[src/rtl/regfile_io_ext.sv]
// Register file with hardwired-zero r0, optional write bypass, handshaked
// external producer channels with pending/overrun status, and monitor taps.
module regfile_io_ext #(
  parameter int unsigned DATA_W     = 32,
  parameter int unsigned ADDR_W     = 5,
  parameter int unsigned NUM_EXT    = 2,
  parameter int unsigned EXT_BASE   = 20,
  parameter int unsigned EXT_STRIDE = 2,
  parameter int unsigned MON_BASE   = 16,
  parameter int unsigned NUM_MON    = 2,
  parameter int unsigned BYPASS     = 1
) (
  input  logic                        clock,
  input  logic                        ctrl_reset,
  input  logic                        ctrl_writeEnable,
  input  logic [ADDR_W-1:0]           ctrl_writeReg,
  input  logic [DATA_W-1:0]           data_writeReg,
  input  logic [ADDR_W-1:0]           ctrl_readRegA,
  input  logic [ADDR_W-1:0]           ctrl_readRegB,
  output logic [DATA_W-1:0]           data_readRegA,
  output logic [DATA_W-1:0]           data_readRegB,
  input  logic [NUM_EXT-1:0]          ext_valid,
  input  logic [NUM_EXT*DATA_W-1:0]   ext_data,
  output logic [NUM_EXT-1:0]          ext_ready,
  output logic [NUM_EXT-1:0]          ext_pending,
  output logic [NUM_EXT-1:0]          ext_overrun,
  output logic [NUM_MON*DATA_W-1:0]   mon_data
);

  localparam int unsigned NUM_REGS = 2**ADDR_W;

  // Channel index owning register r, or -1 if the register is CPU-only.
  function automatic int chan_of(input int unsigned r);
    chan_of = -1;
    for (int unsigned i = 0; i < NUM_EXT; i++)
      if (EXT_BASE + i*EXT_STRIDE == r) chan_of = int'(i);
  endfunction

  logic [DATA_W-1:0]  regs [NUM_REGS];
  logic [NUM_EXT-1:0] cpu_hit;
  logic [NUM_EXT-1:0] xfer;
  logic               cpu_we;

  assign cpu_we    = ctrl_reset & ctrl_writeEnable;
  assign ext_ready = {NUM_EXT{ctrl_reset}} & ~cpu_hit;
  assign xfer      = ext_valid & ext_ready;

  if (NUM_EXT > 1 && EXT_STRIDE == 0) begin : g_bad_stride
    $error("regfile_io_ext: EXT_STRIDE=0 maps several channels to one register");
  end
  if (MON_BASE + NUM_MON > NUM_REGS) begin : g_bad_mon
    $error("regfile_io_ext: monitor window exceeds the register file");
  end

  for (genvar i = 0; i < NUM_EXT; i++) begin : g_ext
    localparam int unsigned ADDR = EXT_BASE + i*EXT_STRIDE;
    if (ADDR == 0 || ADDR >= NUM_REGS) begin : g_bad_map
      $error("regfile_io_ext: channel %0d maps to invalid register %0d", i, ADDR);
    end
    assign cpu_hit[i] = ctrl_writeEnable && (ctrl_writeReg == ADDR_W'(ADDR));
  end

  for (genvar r = 0; r < NUM_REGS; r++) begin : g_reg
    localparam int CH = chan_of(r);
    if (r == 0) begin : g_zero
      always_ff @(posedge clock)
        regs[r] <= '0;
    end else if (CH >= 0) begin : g_mapped
      // A CPU write to a mapped register deasserts ready, so the branches never both apply.
      always_ff @(posedge clock) begin
        if (!ctrl_reset)
          regs[r] <= '0;
        else if (ctrl_writeEnable && ctrl_writeReg == ADDR_W'(r))
          regs[r] <= data_writeReg;
        else if (xfer[CH])
          regs[r] <= ext_data[CH*DATA_W +: DATA_W];
      end
    end else begin : g_plain
      always_ff @(posedge clock) begin
        if (!ctrl_reset)
          regs[r] <= '0;
        else if (ctrl_writeEnable && ctrl_writeReg == ADDR_W'(r))
          regs[r] <= data_writeReg;
      end
    end
  end

  always_ff @(posedge clock) begin
    if (!ctrl_reset) begin
      ext_pending <= '0;
      ext_overrun <= '0;
    end else begin
      ext_pending <= (ext_pending | xfer) & ~cpu_hit;
      ext_overrun <= (ext_overrun | (xfer & ext_pending)) & ~cpu_hit;
    end
  end

  always_comb begin
    data_readRegA = regs[ctrl_readRegA];
    if (ctrl_readRegA == '0)
      data_readRegA = '0;
    else if (BYPASS != 0 && cpu_we && ctrl_writeReg == ctrl_readRegA)
      data_readRegA = data_writeReg;
  end

  always_comb begin
    data_readRegB = regs[ctrl_readRegB];
    if (ctrl_readRegB == '0)
      data_readRegB = '0;
    else if (BYPASS != 0 && cpu_we && ctrl_writeReg == ctrl_readRegB)
      data_readRegB = data_writeReg;
  end

  for (genvar k = 0; k < NUM_MON; k++) begin : g_mon
    assign mon_data[k*DATA_W +: DATA_W] = regs[MON_BASE + k];
  end

endmodule

[config.mk]
export PLATFORM = sky130hd
export DESIGN_NAME = regfile_io_ext
export DESIGN_NICKNAME = d
export VERILOG_FILES = /design/src/rtl/regfile_io_ext.sv
export SDC_FILE = /design/constraint.sdc
export NUM_CORES = 2
export LEC_CHECK = 0
export CORE_MARGIN = 2
export CORE_UTILIZATION = 40
export DETAILED_ROUTE_END_ITERATION = 8
export GPL_TIMING_DRIVEN = 0
export PLACE_DENSITY = 0.53
export SYNTH_ARGS = -nofsm -noshare
export SYNTH_HDL_FRONTEND = slang
export SYNTH_SLANG_ARGS = --single-unit
[constraint.sdc]
create_clock -name clock -period 5.95 [get_ports clock]
set_clock_uncertainty 0.15 [all_clocks]
set_input_delay 0.8925 -clock clock [delete_from_list [all_inputs] [get_ports clock]]
set_output_delay 0.8925 -clock clock [all_outputs]
set_load 0.02 [all_outputs]
==> results by group <==
Outcome
  – Run status: complete, but fails checks
  – Failing checks: capacitance limit, slew limit, setup timing

Clock tree
  – Root buf cell: clkbuf_16
  – Skew-Pair Late Insertion Delay: 0.75 ns
  – Clock Path Buffers: 3
  – H-tree depth: 3
  – CTS sink cnt: 996
  – Worst-path clk slew: 0.06 ns
  – Post CTS Setup Buffer Count: 0
  – CTS tree: yes
  – Num CTS Buffers: between 100 and 150

Setup path
  – CP Class: primary input to output port
  – CP Max Fanout: 10
  – Reg2reg path depth: 2
  – Reg2reg setup slack: ~5.1 ns
  – Crit-path leading delay family: buffers and inverters
  – Crit path largest cell delay: 0.74 ns
  – CP Launch Type: primary input
  – Required @ worst endpoint: between 4 and 5 ns
  – Worst reg2reg endpoint: ext_overrun[1]
  – Slowest cell on the critical path: clkdlybuf4s50_1
  – Crit end category: output port
  – Worst-path cell chain: clkdlybuf4s50_1 -> buf_6 -> buf_6 -> buf_6 -> nor2_2 -> buf_2 -> a221oi_1 -> nand2_1 -> nand4_1 -> nor2_1 -> nor3_2 -> clkdlybuf4s50_1
  – CP most frequent cell: buf_6
  – Reg-to-reg startpoint: ext_pending[1]
  – Critical path depth in cells: 12
  – Critical path data arrival time: between 5 and 6 ns
  – Buf+Inv Stages, Crit Path: 6

STA
  – Setup Viol. Count Final: 18
  – Final Cycle Share: 102%
  – Max Slew Vio Count: 22
  – Tmin final: 6.08 ns
  – Final hold vios: 0
  – Slew margin rel.: -0.962%
  – Fin worst setup slack: -0.127 ns
  – Min Hold Slack: ~0.33 ns
  – Max Clk Rate: between 0.15 and 0.2 GHz
  – Worst-margin pin slew: between 1.5 and 2 ns

Place
  – Dpl ws: -0.969 ns
  – HPWL Detailed: between 150000 and 200000 um
  – GPL Wtd Cong: just over 1
  – Port buffer count: ~240
  – Post-placement cell count: about 6000

Die
  – IO Count: 250
  – Row count: 135
  – Die W: 373 um
  – Total core area: roughly 140000 sq um
  – Starting Density: 40.3%
  – Die height: 373 um
  – Die ar.: 139000 sq um

Min path
  – Min-delay src: ext_overrun[1]
  – Hold Path Depth: 2
  – Min-Delay Path Class: flip-flop to flip-flop
  – Endpoint, Worst Hold: ext_overrun[1]

Layout
  – Final std cells w/o fill: between 6000 and 7000
  – Area grow syn2layout: 17.7%
  – Layout Nets: 4442
  – Fill cells: between 10000 and 15000
  – Final Util: between 40% and 50%
  – Commonest non-fill, non-tap cell in the layout: edfxtp_1
  – Commonest cells after routing, fill and taps aside: edfxtp_1, and2_1, mux4_2
  – Layout cells sized above 1: between 20% and 30%

Detailed routing
  – DR pass1 iterations: 8
  – Vias per cell: 6.49
  – Routed wire length: between 200000 and 300000 um
  – 1st-iter DRT viols: 6676
  – WL/cell: 41.5 um
  – Total number of vias: 40297
  – DR DRC count: 0
  – Antenna-violating nets left: 0

Logic synthesis
  – Main flop type after synthesis: edfxtp_1
  – Post-synth EDFFs: ~990
  – Synth Warn #: 0
  – Post-synth net total: 4049
  – Post-synthesis register bit count: between 900 and 1000
  – Syn_area_per_cell: 13.9 sq um
  – Asr flop ratio synth: 0%
  – Synth unique cells: 57
  – Seq/Total Area, Yosys: between 50 and 60%
  – Synth Instances: approximately 3900
  – Synthesized area: between 50000 and 60000 sq um

GRT
  – Largest net degree at the start of global routing: 24
  – GRT Overall Usage: ~36%
  – Vias in the first global route: approximately 39000
  – Initial antenna violation count: 25
  – First-pass GRT wire length: ~340000 um
  – Global route overflow: 0

Power
  – PD cells: 286 nW/um^2
  – Peak VDD IR: 0.224 mV
  – Overall power: between 0.015 and 0.02 W
  – Leakage: between 20 and 25 nW

Run
  – Max-cap violations: 2
-- synth_stat cells, drive strengths merged, types with 2 or more instances --
library cell | instances | share of area, %
nand2 | 55 | 0.38
a211oi | 7 | 0.096
a21oi | 51 | 0.59
mux2i | 187 | 3.4
buf | 165 | 2.0
a221oi | 93 | 1.5
edfxtp | 992 | 55
a22o | 64 | 1.0
and2 | 931 | 11
or2 | 4 | 0.046
mux4 | 356 | 15
and4 | 2 | 0.032
inv | 11 | 0.076
a22oi | 66 | 0.91
or3 | 6 | 0.069
nor2b | 10 | 0.12
o22ai | 80 | 0.92
nand4 | 9 | 0.13
a311oi | 3 | 0.048
dfxtp | 4 | 0.15
xnor2 | 2 | 0.032
nand2b | 15 | 0.17
a221o | 6 | 0.11
nor2 | 170 | 1.2
o32ai | 4 | 0.064
clkbuf | 270 | 1.9
o41ai | 22 | 0.59
o21ai | 93 | 0.85
xor2 | 8 | 0.13
nor4 | 15 | 0.22
mux2 | 69 | 1.4
nor3 | 115 | 1.2
o221ai | 21 | 0.34
nand3 | 19 | 0.17
-- metal layers --
metal	wire length (um)	track usage [%]	share of wire, %	vias up
met5	226	0.617	0.088	-
met3	32200	12.4	13	491
li1	-	-	-	15923
met1	100000	48.4	39	20939
met4	11100	13.9	4.3	18
met2	114000	54.7	44	2926
-- cells by family (layout without fill, tap and decap cells) --
group	Yosys count	in the layout	synth area share (%)
simple gates	1355	1355	14.5
flops	996	996	54.8
mux	612	612	19.6
compound gates	514	514	7.09
buf+inv	446	935	3.92
xor+xnor	10	10	0.161
other cells	0	8	0
-- per-stage QoR --
stage | TNS [ns] | area (sq um)
after CTS | -0.497 | 64000
after detailed placement | -20.10 | 60400
after floorplan | 0 | 54500
after global placement | -1871.15 | 59200
final | -1.23 | 64200
after global routing | -0.0615 | 64200
-- tightest hold or removal path, delay by kind of cell, from the launching register on --
kind / cells / cell delay [ns]
flip-flops: 1 / 0.33
AO/OA/AOI/OAI: 1 / 0.05
AND/OR/NAND/NOR: 1 / 0.07
-- state kept, by name, summed over array words and instances (netlist names) --
register and count:
ext_pending 2, regs 992, ext_overrun 2
-- repair_timing --
item | in CTS | in global routing
resized for setup | 29 | 39
endpoints found under the setup margin | 41 | 26
pin swaps | 0 | 1
hold buffers | 0 | 0
-- how the worst max path moves through the flow --
stage | startpoint | to | slack (ns)
floorplan | ctrl_writeReg[4] | regs[4][0] | 1.37
global placement | ctrl_writeEnable | regs[16][27] | -2.92
detailed placement | ctrl_readRegB[4] | data_readRegB[17] | -0.97
CTS | ctrl_readRegB[0] | data_readRegB[14] | -0.13
global route | ctrl_readRegB[0] | data_readRegB[11] | -0.06
finish | ctrl_readRegB[0] | data_readRegB[11] | -0.13
-- final cells by class --
type / count / area, sq um / area share [%]
flip-flops and latches: 996 / 29900 / 46.5
repair buffers: 280 / 3310 / 5.15
clock inverters: 81 / 594 / 0.926
plain buffers: 433 / 2120 / 3.30
clock buffers: 130 / 3000 / 4.67
well taps: 1781 / 2230 / 3.47
inverters: 11 / 41.3 / 0.0643
multi-input cells: 2491 / 23000 / 35.9
diodes: 8 / 20.0 / 0.0312
-- power by group --
part / internal [W] / leakage (nW) / switching (W) / total (W)
Clock: 0.00389 / 1.77 / 0.00313 / 0.00703
Sequential: 0.00813 / 9.57 / 0.000269 / 0.00840
Combinational: 0.00109 / 11.0 / 0.00186 / 0.00295
(Power assumes the default switching activity.)
